### config.mk
export PLATFORM = sky130hd
export DESIGN_NAME = flash_loader
export DESIGN_NICKNAME = d
export VERILOG_FILES = /design/src/rtl/flash_loader_pkg.sv /design/src/rtl/byte_shifter.sv /design/src/rtl/flash_loader.sv
export SDC_FILE = /design/constraint.sdc
export NUM_CORES = 1
export LEC_CHECK = 0
export ABC_AREA = 1
export CAP_MARGIN = 15
export CORE_MARGIN = 4
export CORE_UTILIZATION = 35
export CTS_BUF_LIST = sky130_fd_sc_hd__clkbuf_2 sky130_fd_sc_hd__clkbuf_4 sky130_fd_sc_hd__clkbuf_8
export CTS_CLUSTER_SIZE = 24
export DETAILED_ROUTE_END_ITERATION = 10
export PLACE_DENSITY = 0.53
export SKIP_LAST_GASP = 1
export SYNTH_ARGS = -nofsm -noshare
export SYNTH_HDL_FRONTEND = slang
export SYNTH_HIERARCHICAL = 1
export SYNTH_SLANG_ARGS = --single-unit
export TNS_END_PERCENT = 50
### constraint.sdc
create_clock -name clk -period 2.31 [get_ports clk]
set_input_delay 0.462 -clock clk [delete_from_list [all_inputs] [get_ports clk]]
set_output_delay 0.462 -clock clk [all_outputs]
set_load 0.02 [all_outputs]
### src/rtl/flash_loader_pkg.sv
// rtl/flash_loader_pkg.sv - framing constants, loader state type and helpers for flash_loader
// CSUM state exists only when FLASH_LOADER_CHECKSUM_EN is defined.
package common;

  localparam logic [7:0] SYNC_BYTE = 8'hA5;
  localparam logic [7:0] DONE_BYTE = 8'h5A;

`ifdef FLASH_LOADER_CHECKSUM_EN
  typedef enum logic [2:0] {IDLE, ADDR, DATA, WRITE, RUN, CSUM} loader_state_e;
`else
  typedef enum logic [2:0] {IDLE, ADDR, DATA, WRITE, RUN} loader_state_e;
`endif

  function automatic logic [7:0] sat_inc8(input logic [7:0] v);
    return (v == 8'hFF) ? v : v + 8'd1;
  endfunction

endpackage

### src/rtl/byte_shifter.sv
// rtl/byte_shifter.sv - assembles LSB-first bytes into a word
// word shows the in-flight byte already merged so the final byte is usable on its accept edge.
module byte_shifter #(
  parameter int WIDTH = 32
) (
  input  logic             clk,
  input  logic             rst,
  input  logic             shift_en,
  input  logic [7:0]       in_byte,
  output logic [WIDTH-1:0] word
);

  logic [WIDTH-1:0] acc_q;

  assign word = shift_en ? {in_byte, acc_q[WIDTH-1:8]} : acc_q;

  always_ff @(posedge clk or posedge rst) begin
    if (rst) begin
      acc_q <= '0;
    end else if (shift_en) begin
      acc_q <= word;
    end
  end

endmodule

### src/rtl/flash_loader.sv
// rtl/flash_loader.sv - byte-stream record loader that writes words to flash and releases core reset
// Optional per-record checksum byte: define FLASH_LOADER_CHECKSUM_EN.
module flash_loader
  import common::*;
#(
  parameter int WIDTH = 32
) (
  input  logic             clk,
  input  logic             rst,
  input  logic [7:0]       in_data,
  input  logic             in_valid,
  output logic             in_ready,
  output logic [WIDTH-1:0] flash_addr,
  output logic [WIDTH-1:0] flash_data,
  output logic             flash_en,
  output logic             core_rst,
  output logic [7:0]       err_count
);

  loader_state_e    state;
  logic [1:0]       cnt;
  logic [WIDTH-1:0] addr_word;
  logic [WIDTH-1:0] data_word;
  logic             accept;

  assign accept = in_valid && in_ready;

  byte_shifter #(.WIDTH(WIDTH)) u_addr_shifter (
    .clk      (clk),
    .rst      (rst),
    .shift_en (accept && (state == ADDR)),
    .in_byte  (in_data),
    .word     (addr_word)
  );

  byte_shifter #(.WIDTH(WIDTH)) u_data_shifter (
    .clk      (clk),
    .rst      (rst),
    .shift_en (accept && (state == DATA)),
    .in_byte  (in_data),
    .word     (data_word)
  );

`ifdef FLASH_LOADER_CHECKSUM_EN
  logic [7:0] sum;
`endif

  always_ff @(posedge clk or posedge rst) begin
    if (rst) begin
      state      <= IDLE;
      cnt        <= 2'd0;
      in_ready   <= 1'b0;
      flash_en   <= 1'b0;
      core_rst   <= 1'b1;
      flash_addr <= '0;
      flash_data <= '0;
      err_count  <= 8'd0;
`ifdef FLASH_LOADER_CHECKSUM_EN
      sum        <= 8'd0;
`endif
    end else begin
      flash_en <= 1'b0;
      in_ready <= 1'b1;
      case (state)
        IDLE: begin
          if (accept && in_data == SYNC_BYTE) begin
            state <= ADDR;
            cnt   <= 2'd0;
`ifdef FLASH_LOADER_CHECKSUM_EN
            sum   <= 8'd0;
`endif
          end else if (accept && in_data == DONE_BYTE) begin
            state    <= RUN;
            core_rst <= 1'b0;
          end
        end
        ADDR: begin
          if (accept) begin
            cnt <= cnt + 2'd1;
`ifdef FLASH_LOADER_CHECKSUM_EN
            sum <= sum + in_data;
`endif
            if (cnt == 2'd3) state <= DATA;
          end
        end
        DATA: begin
          if (accept) begin
            cnt <= cnt + 2'd1;
`ifdef FLASH_LOADER_CHECKSUM_EN
            sum <= sum + in_data;
            if (cnt == 2'd3) state <= CSUM;
`else
            // Misaligned records are only rejected once fully consumed, so data bytes never re-frame.
            if (cnt == 2'd3) begin
              if (addr_word[1:0] != 2'b00) begin
                state     <= IDLE;
                err_count <= sat_inc8(err_count);
              end else begin
                state      <= WRITE;
                flash_en   <= 1'b1;
                in_ready   <= 1'b0;
                flash_addr <= addr_word;
                flash_data <= data_word;
              end
            end
`endif
          end
        end
`ifdef FLASH_LOADER_CHECKSUM_EN
        CSUM: begin
          if (accept) begin
            if (addr_word[1:0] != 2'b00 || in_data != sum) begin
              state     <= IDLE;
              err_count <= sat_inc8(err_count);
            end else begin
              state      <= WRITE;
              flash_en   <= 1'b1;
              in_ready   <= 1'b0;
              flash_addr <= addr_word;
              flash_data <= data_word;
            end
          end
        end
`endif
        WRITE: begin
          state <= IDLE;
        end
        RUN: begin
          if (accept && in_data == SYNC_BYTE) begin
            state    <= ADDR;
            cnt      <= 2'd0;
            core_rst <= 1'b1;
`ifdef FLASH_LOADER_CHECKSUM_EN
            sum      <= 8'd0;
`endif
          end
        end
        default: state <= IDLE;
      endcase
    end
  end

endmodule

==> results_dict.tcl <==
set metrics [dict create \
    whs_ns 0.475 \
    r2r_setup_slack_ns 0.40 \
    final_nets 864 \
    timing.rr.end "err_count[1]" \
    setup.worst_path.end_class "primary output" \
    worstPathRequired_ns 1.85 \
    clock_sinks 144 \
    hold_buffers 0 \
    slew_headroom_pct 71.5 \
    fp.dieH_um 142 \
    wl_per_cell_um 13.1 \
    std_cell_rows 48 \
    reg2reg_from "state[1]" \
    clkLatencyLatePin_ns 0.45 \
    rsz0062_at_grt "false" \
    startpoint_type "register" \
    hp-class "register to register" \
    critPathSlowestCell "clkdlybuf4s50_1" \
    cts.clk_slew.worst_paths_ns 0.08 \
    fillerInstances 1717 \
    hp-start "core_rst" \
    synth_fp_nets 768 \
    ir_drop_mv 0.452 \
    maxCapViolations 0 \
    clockRootBuffer "clkbuf_8" \
    die_area_sq_um 20200 \
    ant_nets 0 \
    die_w_um 142 \
    start_util_pct 36.1 \
    seqPwrFrac_pct 44.5 \
    dp_cells 1057 \
    ff_latch_area_sq_um 3600 \
    antenna_cells 0 \
    comb_power_share_pct 29.1 \
    cts_resized 0 \
    yosys_warnings 6 \
    cp.arrival_ns 1.58 \
    ios 86 \
    place.gp.congestion 0.807 \
    fmax_mhz 490 \
    finalCriticalPeriod_ns 2.04 \
    maxSlewViolCount 0 \
    clk_path_buf_depth 2 \
    worst_slack_ns 0.269 \
    hold_path_end "core_rst" \
    core_area_sq_um 17500 \
    yosysTopAreaCell "dfrtp_1" \
    cts_tree "yes" \
    synth_top_area_share_pct 56.7 \
    grt_remaining_overflow 0 \
    skew_ns 0.0100 \
    power_density_nw_per_um2 1050 \
    p_total_mw 8.19 \
    ys_ff_latch 144 \
    grt_pass1_vias 4911 \
    grt_max_degree 52 \
    p_leak_nw 4.47 \
    critPathTopFamily "buffers and inverters" \
    hold_violations 0 \
    vias 4880 \
    finalNonFillerCells 1089 \
    netlist_instances 755 \
    viasPerCell 4.48 \
    grt_use_total_pct 14.8 \
    dp_hpwl_um 10200 \
    area_delta_synth_final_pct 24.2 \
    p_switching_mw 2.84 \
    cp_cell_sequence "clkdlybuf4s50_1" \
    post-place-ws_ns -0.0291 \
    crit_type "register to primary output" \
    multiInputGateArea_sq_um 2320 \
    power.share.clock_pct 26.3 \
    htree_num_levels 4 \
    fin_util_pct 44.9 \
    sw_frac_of_total_pct 34.7 \
    cts_made_buffers 17 \
    antenna_found_initial 0 \
    synth.yosys.seq_area_share_pct 57.1 \
    setup_viol_count_final 0 \
    synthDistinctLibCells 24 \
    cts_setup_buffers 0 \
    syn_area_sq_um 6310 \
    post-route-period-util_pct 88.4 \
    routed_wl_um 14200 \
    cpPeakStageDelay_ns 0.60 \
    ff2ff_path_depth 14 \
    io_buffers 85 \
    drive_above_1_share_pct 9.84 \
    ys_top_cells_by_area "dfrtp_1, nand2_1, nand2_4" \
    drtIter0Drc 285 \
    crit_buf_inv 1 \
    status "completed" \
    drc_errors 0 \
    hold_path_depth 2 \
    grt_first_pass_wirelength_um 24100 \
    drt_pass1_iterations 4 \
    syn_area_per_cell_sq_um 8.36 \
    worst_pin_slew_ns 0.424 \
    crit_fanout 2 \
    intPower_mw 5.35 \
]
==> how the worst max path moves through the flow <==
stage | startpoint | endpoint | cells after the start
after CTS | core_rst | core_rst | 1
after floorplan | in_ready | err_count[3] | 14
after global placement | in_valid | flash_data[16] | 13
after global routing | state[1] | err_count[4] | 14
after detailed placement | in_valid | flash_data[16] | 13
final | core_rst | core_rst | 1
==> cells by family (layout without fill, tap and decap cells) <==
kind of cell	count (synthesis)	in the layout	share of synthesized area, %
and+or+nand+nor	534	534	34.8
DFF	144	144	57.1
buffers and inverters	60	169	6.24
AOI/OAI and AO/OA	11	11	0.872
xor gates and xnor gates	4	4	0.555
adders and majority gates	2	2	0.396
==> final cells by class <==
class,instances,area share (%)
Sequential cell,144,46.0
Tap cell,225,3.59
Clock buffer,18,3.08
Timing Repair Buffer,105,13.6
Clock inverter,14,2.44
Inverter,32,1.77
Multi-Input combinational cell,551,29.6
==> routing by layer <==
layer,wire (um),track usage [%],vias to the layer above
li1,-,-,2466
met1,6960,20.4,2306
met2,6500,23.1,90
met3,534,3.39,18
met4,217,5.05,0
met5,0,0,-
==> worst register-to-register path, stage by stage, from the launching register on <==
cell	delay [ns]
dfrtp_1	0.41
inv_1	0.08
nand3_1	0.15
nor2_2	0.11
buf_4	0.16
inv_8	0.04
nand2_1	0.07
nand2_1	0.05
nor2_1	0.17
inv_1	0.10
nand2_1	0.12
nor2_2	0.04
buf_4	0.18
nand2_1	0.07
nand2_1	0.05
==> registers in the layout, indices dropped and copies added, names as in the netlist <==
name	cells
flash_data	32
state	3
flash_en	1
flash_addr	32
cnt	2
core_rst	1
err_count	8
u_data_shifter/acc_q	32
in_ready	1
u_addr_shifter/acc_q	32
==> Yosys cell counts <==
| master | number |
|---|---|
| dfstp_2 | 1 |
| buf_4 | 6 |
| nand4_1 | 1 |
| o21ai_0 | 9 |
| nand3_2 | 1 |
| nand2_4 | 20 |
| xor2_1 | 4 |
| a21oi_1 | 2 |
| nor2_1 | 20 |
| nand2_1 | 470 |
| clkbuf_1 | 6 |
| nand3_1 | 17 |
| buf_2 | 1 |
| ha_1 | 2 |
| nor3_1 | 2 |
| dfrtp_1 | 143 |
| buf_12 | 2 |
| inv_2 | 3 |
| nand2_2 | 1 |
| nor2_2 | 1 |
| inv_1 | 27 |
| buf_6 | 13 |
| nor3_2 | 1 |
| inv_8 | 2 |
==> cells in the final DEF, fill, tap and decap left out, drive strengths merged <==
| cell | netlist | layout |
|---|---|---|
| nand2 | 491 | 491 |
| dfrtp | 143 | 143 |
| clkdlybuf4s50 | 0 | 85 |
| inv | 32 | 31 |
| nor2 | 21 | 21 |
| buf | 22 | 20 |
| nand3 | 18 | 18 |
| clkbuf | 6 | 18 |
| o21ai | 9 | 9 |
| clkinv | 0 | 6 |
| clkinvlp | 0 | 5 |
| xor2 | 4 | 4 |
| bufinv | 0 | 4 |
| nor3 | 3 | 3 |
| a21oi | 2 | 2 |
| ha | 2 | 2 |
| nand4 | 1 | 1 |
| dfstp | 1 | 1 |
==> per-stage QoR <==
step	instance area, sq um	TNS [ns]
after global placement	7410	0
after global routing	7840	0
final	7840	0
after detailed placement	7410	-0.105
after floorplan	6320	0
after CTS	7840	0
==> power by group through the flow <==
stage	Sequential (mW)	Clock [mW]	Combinational, mW
floorplan	3.86	0	1.40
global placement	3.68	0	2.37
detailed placement	3.70	0	2.41
CTS	3.65	2.22	2.42
global route	3.74	2.34	2.71
finish	3.65	2.16	2.39
Power figures use the tool's default switching activity.
